File: src/rtl/bus_bridge_master.sv
// rtl/bus_bridge_master.sv - UART-driven serial bus master: 21-bit frames in on u_rx, bus transactions out, read bytes back on u_tx
module bus_bridge_master #(
    parameter int ADDR_WIDTH           = 16,
    parameter int DATA_WIDTH           = 8,
    parameter int SLAVE_MEM_ADDR_WIDTH = 12,
    parameter int BB_ADDR_WIDTH        = 12,
    parameter int CLOCKS_PER_PULSE     = 5208
) (
    input  logic clk,
    input  logic rstn,
    input  logic mrdata,
    output logic mwdata,
    output logic mmode,
    output logic mvalid,
    input  logic svalid,
    output logic mbreq,
    input  logic mbgrant,
    input  logic ack,
    input  logic msplit,
    output logic u_tx,
    input  logic u_rx
);
    localparam int FRAME_W = 1 + DATA_WIDTH + BB_ADDR_WIDTH;
    localparam int CNT_W   = $clog2(CLOCKS_PER_PULSE) + 1;
    localparam logic [CNT_W-1:0] BIT_LAST  = CNT_W'(CLOCKS_PER_PULSE - 1);
    localparam logic [CNT_W-1:0] HALF_LAST = CNT_W'(CLOCKS_PER_PULSE / 2 - 1);
    localparam logic [4:0]       RX_STOP   = 5'(FRAME_W + 1);

    typedef enum logic [2:0] {
        IDLE, REQ, DEVADDR, WAIT_ACK, MEMADDR, WDATA, RDATA, DONE
    } state_t;

    state_t state, state_next;
    logic [3:0] cnt;
    logic [FRAME_W-1:0] frame;
    logic [DATA_WIDTH-1:0] rd_shift;
    logic rd_pending;
    logic tx_start, tx_busy;

    // UART receiver: rx_bit 0 is the start bit, 1..FRAME_W data, FRAME_W+1 stop
    logic rx_meta, rx_s, rx_busy, frame_done;
    logic [CNT_W-1:0] rx_cnt;
    logic [4:0] rx_bit;
    logic [FRAME_W-1:0] rx_shift;

    always_ff @(posedge clk) begin
        if (rstn) begin
            rx_meta    <= 1'b1;
            rx_s       <= 1'b1;
            rx_busy    <= 1'b0;
            rx_cnt     <= '0;
            rx_bit     <= '0;
            rx_shift   <= '0;
            frame_done <= 1'b0;
        end else begin
            rx_meta    <= u_rx;
            rx_s       <= rx_meta;
            frame_done <= 1'b0;
            if (!rx_busy) begin
                rx_cnt  <= '0;
                rx_bit  <= '0;
                rx_busy <= ~rx_s;
            end else if (rx_bit == 5'd0) begin
                if (rx_cnt == HALF_LAST) begin
                    rx_cnt <= '0;
                    if (rx_s) rx_busy <= 1'b0;
                    else      rx_bit  <= 5'd1;
                end else begin
                    rx_cnt <= rx_cnt + 1'b1;
                end
            end else if (rx_cnt == BIT_LAST) begin
                rx_cnt <= '0;
                if (rx_bit == RX_STOP) begin
                    rx_busy    <= 1'b0;
                    frame_done <= rx_s;
                end else begin
                    rx_shift <= {rx_s, rx_shift[FRAME_W-1:1]};
                    rx_bit   <= rx_bit + 5'd1;
                end
            end else begin
                rx_cnt <= rx_cnt + 1'b1;
            end
        end
    end

    logic [CNT_W-1:0] tx_cnt;
    logic [3:0] tx_bit;
    logic [DATA_WIDTH:0] tx_shift;

    always_ff @(posedge clk) begin
        if (rstn) begin
            u_tx     <= 1'b1;
            tx_busy  <= 1'b0;
            tx_cnt   <= '0;
            tx_bit   <= '0;
            tx_shift <= '1;
        end else if (tx_start && !tx_busy) begin
            u_tx     <= 1'b0;
            tx_busy  <= 1'b1;
            tx_cnt   <= '0;
            tx_bit   <= '0;
            tx_shift <= {1'b1, rd_shift};
        end else if (tx_busy) begin
            if (tx_cnt == BIT_LAST) begin
                tx_cnt <= '0;
                if (tx_bit == 4'(DATA_WIDTH + 1)) begin
                    tx_busy <= 1'b0;
                end else begin
                    u_tx     <= tx_shift[0];
                    tx_shift <= {1'b1, tx_shift[DATA_WIDTH:1]};
                    tx_bit   <= tx_bit + 4'd1;
                end
            end else begin
                tx_cnt <= tx_cnt + 1'b1;
            end
        end
    end

    logic mode_lat;
    logic [DATA_WIDTH-1:0] wr_data;
    logic [BB_ADDR_WIDTH-1:0] bb_addr;
    logic [ADDR_WIDTH-1:0] bus_addr;
    logic [3:0] dev_bits;
    logic [SLAVE_MEM_ADDR_WIDTH-1:0] mem_addr;
    logic rd_accept;

    assign mode_lat  = frame[FRAME_W-1];
    assign wr_data   = frame[FRAME_W-2 -: DATA_WIDTH];
    assign bb_addr   = frame[BB_ADDR_WIDTH-1:0];
    // Top bridge address bit selects device 0 or 1; memory address keeps bit 11 clear
    assign bus_addr  = {3'b000, bb_addr[BB_ADDR_WIDTH-1], 1'b0, bb_addr[BB_ADDR_WIDTH-2:0]};
    assign dev_bits  = bus_addr[ADDR_WIDTH-1 -: 4];
    assign mem_addr  = bus_addr[SLAVE_MEM_ADDR_WIDTH-1:0];
    assign rd_accept = svalid & ~msplit;

    always_comb begin
        state_next = state;
        mbreq      = 1'b0;
        mvalid     = 1'b0;
        mwdata     = 1'b0;
        mmode      = 1'b0;
        tx_start   = 1'b0;
        case (state)
            IDLE: if (frame_done) state_next = REQ;
            REQ: begin
                mbreq = 1'b1;
                mmode = mode_lat;
                if (mbgrant) state_next = DEVADDR;
            end
            DEVADDR: begin
                mbreq  = 1'b1;
                mmode  = mode_lat;
                mvalid = 1'b1;
                mwdata = dev_bits[cnt[1:0]];
                if (cnt == 4'd3) state_next = WAIT_ACK;
            end
            WAIT_ACK: begin
                mbreq = 1'b1;
                mmode = mode_lat;
                if (ack)              state_next = MEMADDR;
                else if (cnt == 4'd7) state_next = DONE;
            end
            MEMADDR: begin
                mbreq  = 1'b1;
                mmode  = mode_lat;
                mvalid = 1'b1;
                mwdata = mem_addr[cnt];
                if (cnt == 4'(SLAVE_MEM_ADDR_WIDTH - 1)) state_next = mode_lat ? WDATA : RDATA;
            end
            WDATA: begin
                mbreq  = 1'b1;
                mmode  = mode_lat;
                mvalid = 1'b1;
                mwdata = wr_data[cnt[2:0]];
                if (cnt == 4'(DATA_WIDTH - 1)) state_next = DONE;
            end
            RDATA: begin
                // mbreq stays up through a split so the bus is re-granted to us
                mbreq = 1'b1;
                mmode = mode_lat;
                if (rd_accept && cnt == 4'(DATA_WIDTH - 1)) state_next = DONE;
            end
            DONE: begin
                if (!tx_busy) begin
                    state_next = IDLE;
                    tx_start   = rd_pending;
                end
            end
            default: state_next = IDLE;
        endcase
    end

    always_ff @(posedge clk) begin
        if (rstn) begin
            state      <= IDLE;
            cnt        <= '0;
            frame      <= '0;
            rd_shift   <= '0;
            rd_pending <= 1'b0;
        end else begin
            state <= state_next;
            if (state_next != state)              cnt <= '0;
            else if (state != RDATA || rd_accept) cnt <= cnt + 4'd1;
            if (state == IDLE && frame_done) frame <= rx_shift;
            if (state == RDATA && rd_accept) begin
                rd_shift <= {mrdata, rd_shift[DATA_WIDTH-1:1]};
                if (cnt == 4'(DATA_WIDTH - 1)) rd_pending <= 1'b1;
            end
            if (state == DONE && !tx_busy) rd_pending <= 1'b0;
        end
    end
endmodule

File: config.mk
export PLATFORM = sky130hd
export DESIGN_NAME = bus_bridge_master
export DESIGN_NICKNAME = d
export VERILOG_FILES = /design/src/rtl/bus_bridge_master.sv
export SDC_FILE = /design/constraint.sdc
export NUM_CORES = 1
export LEC_CHECK = 0
export ABC_AREA = 1
export BUFFER_PORTS_ARGS = -buffer_cell sky130_fd_sc_hd__buf_2
export CAP_MARGIN = 5
export CORE_UTILIZATION = 25
export DETAILED_ROUTE_END_ITERATION = 8
export GPL_TIMING_DRIVEN = 0
export SETUP_SLACK_MARGIN = 0.02
export SLEW_MARGIN = 10
export SYNTH_ARGS = -nofsm -noshare
export SYNTH_HDL_FRONTEND = slang
export SYNTH_SLANG_ARGS = --single-unit
File: constraint.sdc
create_clock -name clk -period 1.4 [get_ports clk]
set_input_delay 0 -clock clk [delete_from_list [all_inputs] [get_ports clk]]
set_output_delay 0 -clock clk [all_outputs]
set_load 0.01 [all_outputs]
==> impl_metrics.py, run 1 <==
metrics = {
    "logic_synthesis": {
        "synth_area_per_cell_um2": 7.114,
        "synth_seq_cells": 109,
        "syn_area_mm2": 0.005094,
        "synth_cell_type_count": 37,
        "ys_seq_area_share_pct": 42.84,
        "synthArstFlopShare_pct": 0,
        "synth_area_leaders": "dfxtp_1 (43%), nor2_1 (9.4%), nand2_1 (8.4%)",
        "synth_edf_count": 0,
        "ys.flop_type": "dfxtp_1",
        "syn-num-nets": 732,
        "synth_area_leader_cell": "dfxtp_1",
        "yosys_warnings": 0,
        "netlist_instances": 716,
        "synth_top_area_share_pct": 42.84,
    },
    "routing": {
        "drtIter0Drc": 181,
        "dr.pass1.iters": 4,
        "drt-total-wl_um": 13190,
        "avgRoutedWirePerCell_um": 12.19,
        "vias": 4871,
        "ant_nets": 0,
        "viasPerCell": 4.502,
        "drc": 0,
    },
    "clock_network": {
        "clockRootBuffer": "clkbuf_16",
        "cts_tree": "done",
        "clk_latency_ps": 360,
        "cts_sinks": 109,
        "clk_pin_slew_ps": 80,
        "clockBufferDepth": 2,
        "numCtsBuffers": 9,
        "ctsHtreeMaxLevel": 3,
    },
    "sta": {
        "post-route-min-period_ps": 1571,
        "fin_crit_sh_pct": 112.2,
        "worst_pin_slew_ps": 705.7,
        "final_max_slew_viol_count": 0,
        "skew_ps": 8.075,
        "max_slew_margin_pct": 52.96,
        "max_freq_mhz": 636.5,
        "setup_violations": 91,
        "rsz0062_at_grt": "true",
        "final.setup.worst_slack_ps": -171.0,
        "hold_viol": 0,
    },
    "die": {
        "die_w_um": 144.7,
        "num_io_pins": 13,
        "rows": 51,
        "core_mm2": 0.01972,
        "initial_core_util_pct": 25.83,
        "die_h_um": 144.7,
        "die-area_mm2": 0.02095,
    },
    "global_routing": {
        "antenna_found_initial": 0,
        "grt_pass1_wl_um": 20980,
        "grt_remaining_overflow": 0,
        "grt_pass1_vias": 4452,
        "grt_max_degree": 20,
        "grt_usage_pct": 12.45,
    },
    "worst_setup_path": {
        "start_kind": "register",
        "crit_path_end_kind": "register",
        "path_class": "reg -> reg",
        "critPathMostFrequentCell": "nor2_2",
        "worstPathCellList": "inv_2 > nor2_2 > nand2_1 > nor2_2 > nand2_2 > nor3_4 > inv_2 > buf_6 > nor2_2 > nor2_1",
        "max_stage_delay_ps": 360,
        "cp.required_ps": 1650,
        "cp_max_fo": 5,
        "worstPathArrival_ps": 1820,
        "slowest_stage": "dfxtp_2",
    },
    "power_and_ir_drop": {
        "finalPower_mw": 6.282,
        "power.density_mw_per_mm2": 832.5,
        "power_switching_mw": 1.455,
        "p_leak_nw": 3.042,
        "p_int_mw": 4.827,
        "switching_share_pct": 23.16,
        "power_frac_clock_pct": 45.6,
        "combPwrFrac_pct": 4.9,
        "max-vdd-ir-drop_v": 0.0005711,
        "seqPwrFrac_pct": 49.6,
    },
    "flow_run": {
        "maxCapViolCount": 0,
    },
    "cells_and_area": {
        "stdcell_area_mm2": 0.007546,
        "drive_gt1_share_pct": 42.72,
        "fin_cells": 1082,
        "fin_util_pct": 38.27,
        "fillCellCount": 1945,
        "diodes": 0,
        "syn_to_final_growth_pct": 48.15,
        "final_cell_mix": "dfxtp_1 (89), nor2_1 (86), nand2_1 (80), inv_1 (61), buf_4 (47)",
        "layout.cells.most_common": "dfxtp_1",
        "fin_nets": 828,
    },
    "place": {
        "dp_cells": 993,
        "portBuffers": 12,
        "dpl_cell_area_mm2": 0.005538,
        "dp_hpwl_um": 7911,
        "place_congestion": 0.8302,
    },
    "outcome": {
        "violations": "setup timing",
        "outcome": "complete, but fails checks",
    },
    "hold_path": {
        "hold_path.class": "in -> reg",
    },
}
[synth_stat cells (5+ instances only)]
cell type  count
a21oi_1       43
buf_2          7
buf_6          5
clkbuf_1       8
dfxtp_1      109
ha_1           8
inv_1         81
nand2_1      114
nand2_2        5
nand3_1       66
nand4_1       18
nor2_1       127
nor3_1        14
o21ai_0       48
o21ai_1        7
xor2_1        17
[per-layer routing]
layer / GRT usage (%) / wire, um / vias up
met3: 3.291 / 449 / 20
li1: - / - / 2514
met1: 15.87 / 6181 / 2256
met4: 2.881 / 201 / 0
met2: 20.85 / 6352 / 81
met5: 0 / 0 / -
[what timing repair did]
action,CTS,global route
hold buffers,2,0
pin swaps,49,77
gates resized for setup,193,163
hold endpoints to repair,2,0
endpoints found under the setup margin,106,107
buffers inserted,34,32
gates cloned,9,2
[final cells by class]
cell class                 count  area (um2)  share of cell area, %
sequential                   109        2222                  29.45
clock buffer                   9       225.2                  2.985
inverter                      87       370.4                  4.908
multi-input combinational    496        3332                  44.16
timing repair buffer          85       738.2                  9.783
buffer                        22       207.7                  2.752
timing repair inverter         2       12.51                 0.1658
clock inverter                 7       106.4                  1.409
tap                          265       331.6                  4.394
[power by group through the flow]
| stage | logic, mW | registers [mW] | clock network [mW] |
|---|---|---|---|
| after floorplan | 0.139 | 3.19 | 0 |
| after global placement | 0.195 | 3.19 | 0 |
| after detailed placement | 0.196 | 3.19 | 0 |
| after CTS | 0.265 | 3.12 | 2.93 |
| after global routing | 0.336 | 3.12 | 3.06 |
| final | 0.305 | 3.11 | 2.86 |
[cell families (layout without fill, tap and decap cells)]
logic type               Yosys count  in the layout  share of synthesized area, %
AO/OA/AOI/OAI                    107            107                         10.91
XOR/XNOR                          19             19                         3.267
adder cells (fa/ha/maj)            8              8                         1.965
buffers and inverters            111            212                         9.359
flip-flops                       109            109                         42.84
AND/OR/NAND/NOR                  362            362                         31.66
[registers in the layout, summed over array words and instances (netlist names)]
signal	flops
cnt	4
frame	21
frame_done	1
rd_pending	1
rd_shift	8
rx_bit	5
rx_busy	1
rx_cnt	14
rx_meta	1
rx_s	1
rx_shift	21
state	3
tx_bit	4
tx_busy	1
tx_cnt	14
tx_shift	8
u_tx	1
[critical path: cells and delay by family, from the launching register on]
| family | cells | cell delay [ps] |
|---|---|---|
| buffers and inverters | 3 | 330 |
| DFF | 1 | 360 |
| and+or+nand+nor | 7 | 770 |
[metrics by stage]
stage / worst slack [ps] / hold slack, ps / TNS (ps)
detailed placement: -299.6 / 233.2 / -13520
floorplan: 26.41 / 103.8 / 0
global placement: -261.5 / 228.2 / -12300
CTS: -154.2 / 7.275 / -6392
finish: -171.0 / 36.46 / -8625
global route: -334.4 / 93.04 / -17160
[path summary, 6_finish.rpt]
| path | start | end | slack, ps | cells after the start |
|---|---|---|---|---|
| hold / removal | ack | state[2] | 40 | 5 |
| setup / recovery | rx_cnt[6] | rx_shift[14] | -170 | 10 |
| setup reg to reg | rx_cnt[6] | rx_shift[14] | -170 | 10 |
| hold reg to reg | rx_meta | rx_s | 420 | 1 |
(Power assumes the default switching activity.)
==> run 2, diff against run 1 <==
--- a/config.mk
+++ b/config.mk
@@ -11,6 +11,7 @@
 export CORE_UTILIZATION = 25
 export DETAILED_ROUTE_END_ITERATION = 8
 export GPL_TIMING_DRIVEN = 0
+export REMOVE_ABC_BUFFERS = 1
 export SETUP_SLACK_MARGIN = 0.02
 export SLEW_MARGIN = 10
 export SYNTH_ARGS = -nofsm -noshare
==> impl_metrics.py, run 2 (synthesis results as in run 1) <==
metrics = {
    "clock_network": {
        "cts_tree": "done",
        "ctsHtreeMaxLevel": 3,
        "clk_pin_slew_ps": 70,
        "clockRootBuffer": "clkbuf_16",
        "cts_sinks": 109,
        "clk_latency_ps": 350,
        "clockBufferDepth": 2,
        "numCtsBuffers": 9,
    },
    "die": {
        "rows": 51,
        "die_w_um": 144.7,
        "die-area_mm2": 0.02095,
        "core_mm2": 0.01972,
        "num_io_pins": 13,
        "die_h_um": 144.7,
        "initial_core_util_pct": 25.83,
    },
    "power_and_ir_drop": {
        "p_int_mw": 4.706,
        "power_frac_clock_pct": 43.8,
        "p_leak_nw": 2.849,
        "max-vdd-ir-drop_v": 0.0005068,
        "combPwrFrac_pct": 4.7,
        "power.density_mw_per_mm2": 858.5,
        "seqPwrFrac_pct": 51.4,
        "switching_share_pct": 22.34,
        "power_switching_mw": 1.354,
    },
    "cells_and_area": {
        "diodes": 0,
        "stdcell_area_mm2": 0.007058,
        "ff_latch_area_mm2": 0.002228,
        "final_cell_mix": "nor2_1 (90), nand2_1 (88), dfxtp_1 (88), inv_1 (62), nand3_1 (51)",
        "layout.cells.most_common": "nor2_1",
        "drive_gt1_share_pct": 34.63,
        "reg.largest.list": "frame (21), rx_shift (21)",
        "fin_nets": 806,
        "fin_cells": 1059,
        "multi_input_area_mm2": 0.003099,
        "fillCellCount": 1986,
        "syn_to_final_growth_pct": 38.57,
    },
    "place": {
        "portBuffers": 12,
        "dp_hpwl_um": 6858,
        "dpl_cell_area_mm2": 0.005338,
        "dp_cells": 969,
        "place_congestion": 0.8169,
    },
    "worst_setup_path": {
        "r2r_setup_slack_ps": -220,
        "start_kind": "register",
        "cp.required_ps": 1640,
        "timing.rr.start": "rx_bit[0]",
        "ff2ff_path_depth": 10,
        "worstPathArrival_ps": 1870,
        "reg2reg_to": "rx_shift[4]",
        "cp_max_fo": 5,
        "path_class": "reg -> reg",
        "crit_path_end_kind": "register",
    },
    "flow_run": {
        "maxCapViolCount": 0,
    },
    "sta": {
        "max_slew_margin_pct": 37.80,
        "max_freq_mhz": 615.9,
        "setup_violations": 70,
        "post-route-min-period_ps": 1624,
        "worst_pin_slew_ps": 931.7,
        "fin_crit_sh_pct": 116.0,
        "final_max_slew_viol_count": 0,
        "hold_viol": 0,
        "skew_ps": 8.660,
        "rsz0062_at_grt": "true",
        "holdWs_ps": 56.66,
        "final.setup.worst_slack_ps": -223.6,
    },
    "global_routing": {
        "grt_max_degree": 58,
        "grt_remaining_overflow": 0,
        "grt_usage_pct": 12.58,
        "grt_pass1_wl_um": 20880,
        "antenna_found_initial": 0,
        "grt_pass1_vias": 4443,
    },
    "routing": {
        "dr.pass1.iters": 4,
        "drt-total-wl_um": 12850,
        "drc": 0,
        "avgRoutedWirePerCell_um": 12.13,
        "viasPerCell": 4.493,
        "drtIter0Drc": 237,
        "vias": 4758,
        "ant_nets": 0,
    },
    "hold_path": {
        "hold_path.class": "in -> reg",
        "hold_depth": 2,
        "hp-start": "rstn",
        "hold_path_end": "state[2]",
    },
    "outcome": {
        "outcome": "complete, but fails checks",
        "violations": "setup timing",
    },
}
run 2: changes by cell type in the layout (fill, tap and decap cells not counted), moves of 5 or more:
cell      previous run  this run
a21oi_2             33         6
nor2_4              22        14
nand3_1             38        51
nand3_2             22        11
nand2_2             24        19
clkbuf_1             6         0
a21oi_1             10        37
nand2_1             80        88
buf_4               47        42
o21ai_0             25        33
buf_8                8         1
run 2: power by group through the flow:
stage	Combinational (mW)	Clock, mW	Sequential [mW]
after global placement	0.170	0	3.21
after detailed placement	0.170	0	3.21
final	0.287	2.66	3.12
after CTS	0.228	2.75	3.12
after floorplan	0.118	0	3.20
after global routing	0.316	2.88	3.12
run 2: layout make-up:
| cell class | count | share of cell area [%] |
|---|---|---|
| timing repair buffer | 81 | 10.16 |
| sequential | 109 | 31.57 |
| multi-input combinational | 500 | 43.91 |
| clock inverter | 4 | 0.7977 |
| clock buffer | 11 | 3.581 |
| tap | 265 | 4.698 |
| timing repair inverter | 2 | 0.2305 |
| inverter | 87 | 5.052 |
run 2: metal layers:
metal  up-vias  share of wire [%]  track usage [%]
li1       2472                  -                -
met1      2204                 46            15.71
met2        68                 49            21.20
met3        14                3.3            3.225
met4         0                1.3            3.657
met5         -                  0                0
run 2: worst max path at each step:
stage,start,to,slack (ps),cells past startpoint
6_report,rx_bit[0],rx_shift[4],-220,10
5_1_grt,rx_bit[0],rx_shift[4],-290,10
2_1_floorplan,rx_bit[0],rx_shift[0],-420,8
4_1_cts,tx_cnt[1],tx_shift[5],-170,9
3_5_place_dp,rx_bit[0],rx_shift[6],-930,8
3_3_place_gp,rx_bit[0],rx_shift[9],-930,8
run 2: worst max-delay path, cell delays in order, from the launching register on:
cell	delay [ps]
dfxtp_2	320
inv_2	90
ha_4	130
nand4_1	200
nand2_2	180
nor3_4	50
buf_6	140
buf_6	110
buf_8	130
o21ai_2	100
nor2_1	60
run 2: repair_timing:
action / CTS / global route
pin swaps: 43 / 52
setup buffers: 41 / 25
setup endpoints to repair: 109 / 82
gates cloned: 6 / 2
endpoints found under the hold margin: 2 / 0
hold buffers: 2 / 0
resized for setup: 163 / 98
run 2: stage by stage:
stage	setup WS (ps)	TNS [ps]	total power, mW	util [%]
after floorplan	-419.8	-15830	3.316	-
after global placement	-933.5	-57020	3.376	27.07
after detailed placement	-933.6	-54100	3.377	27.07
after CTS	-167.8	-5601	6.103	33.26
after global routing	-294.8	-15320	6.312	35.80
final	-223.6	-8937	6.060	35.80
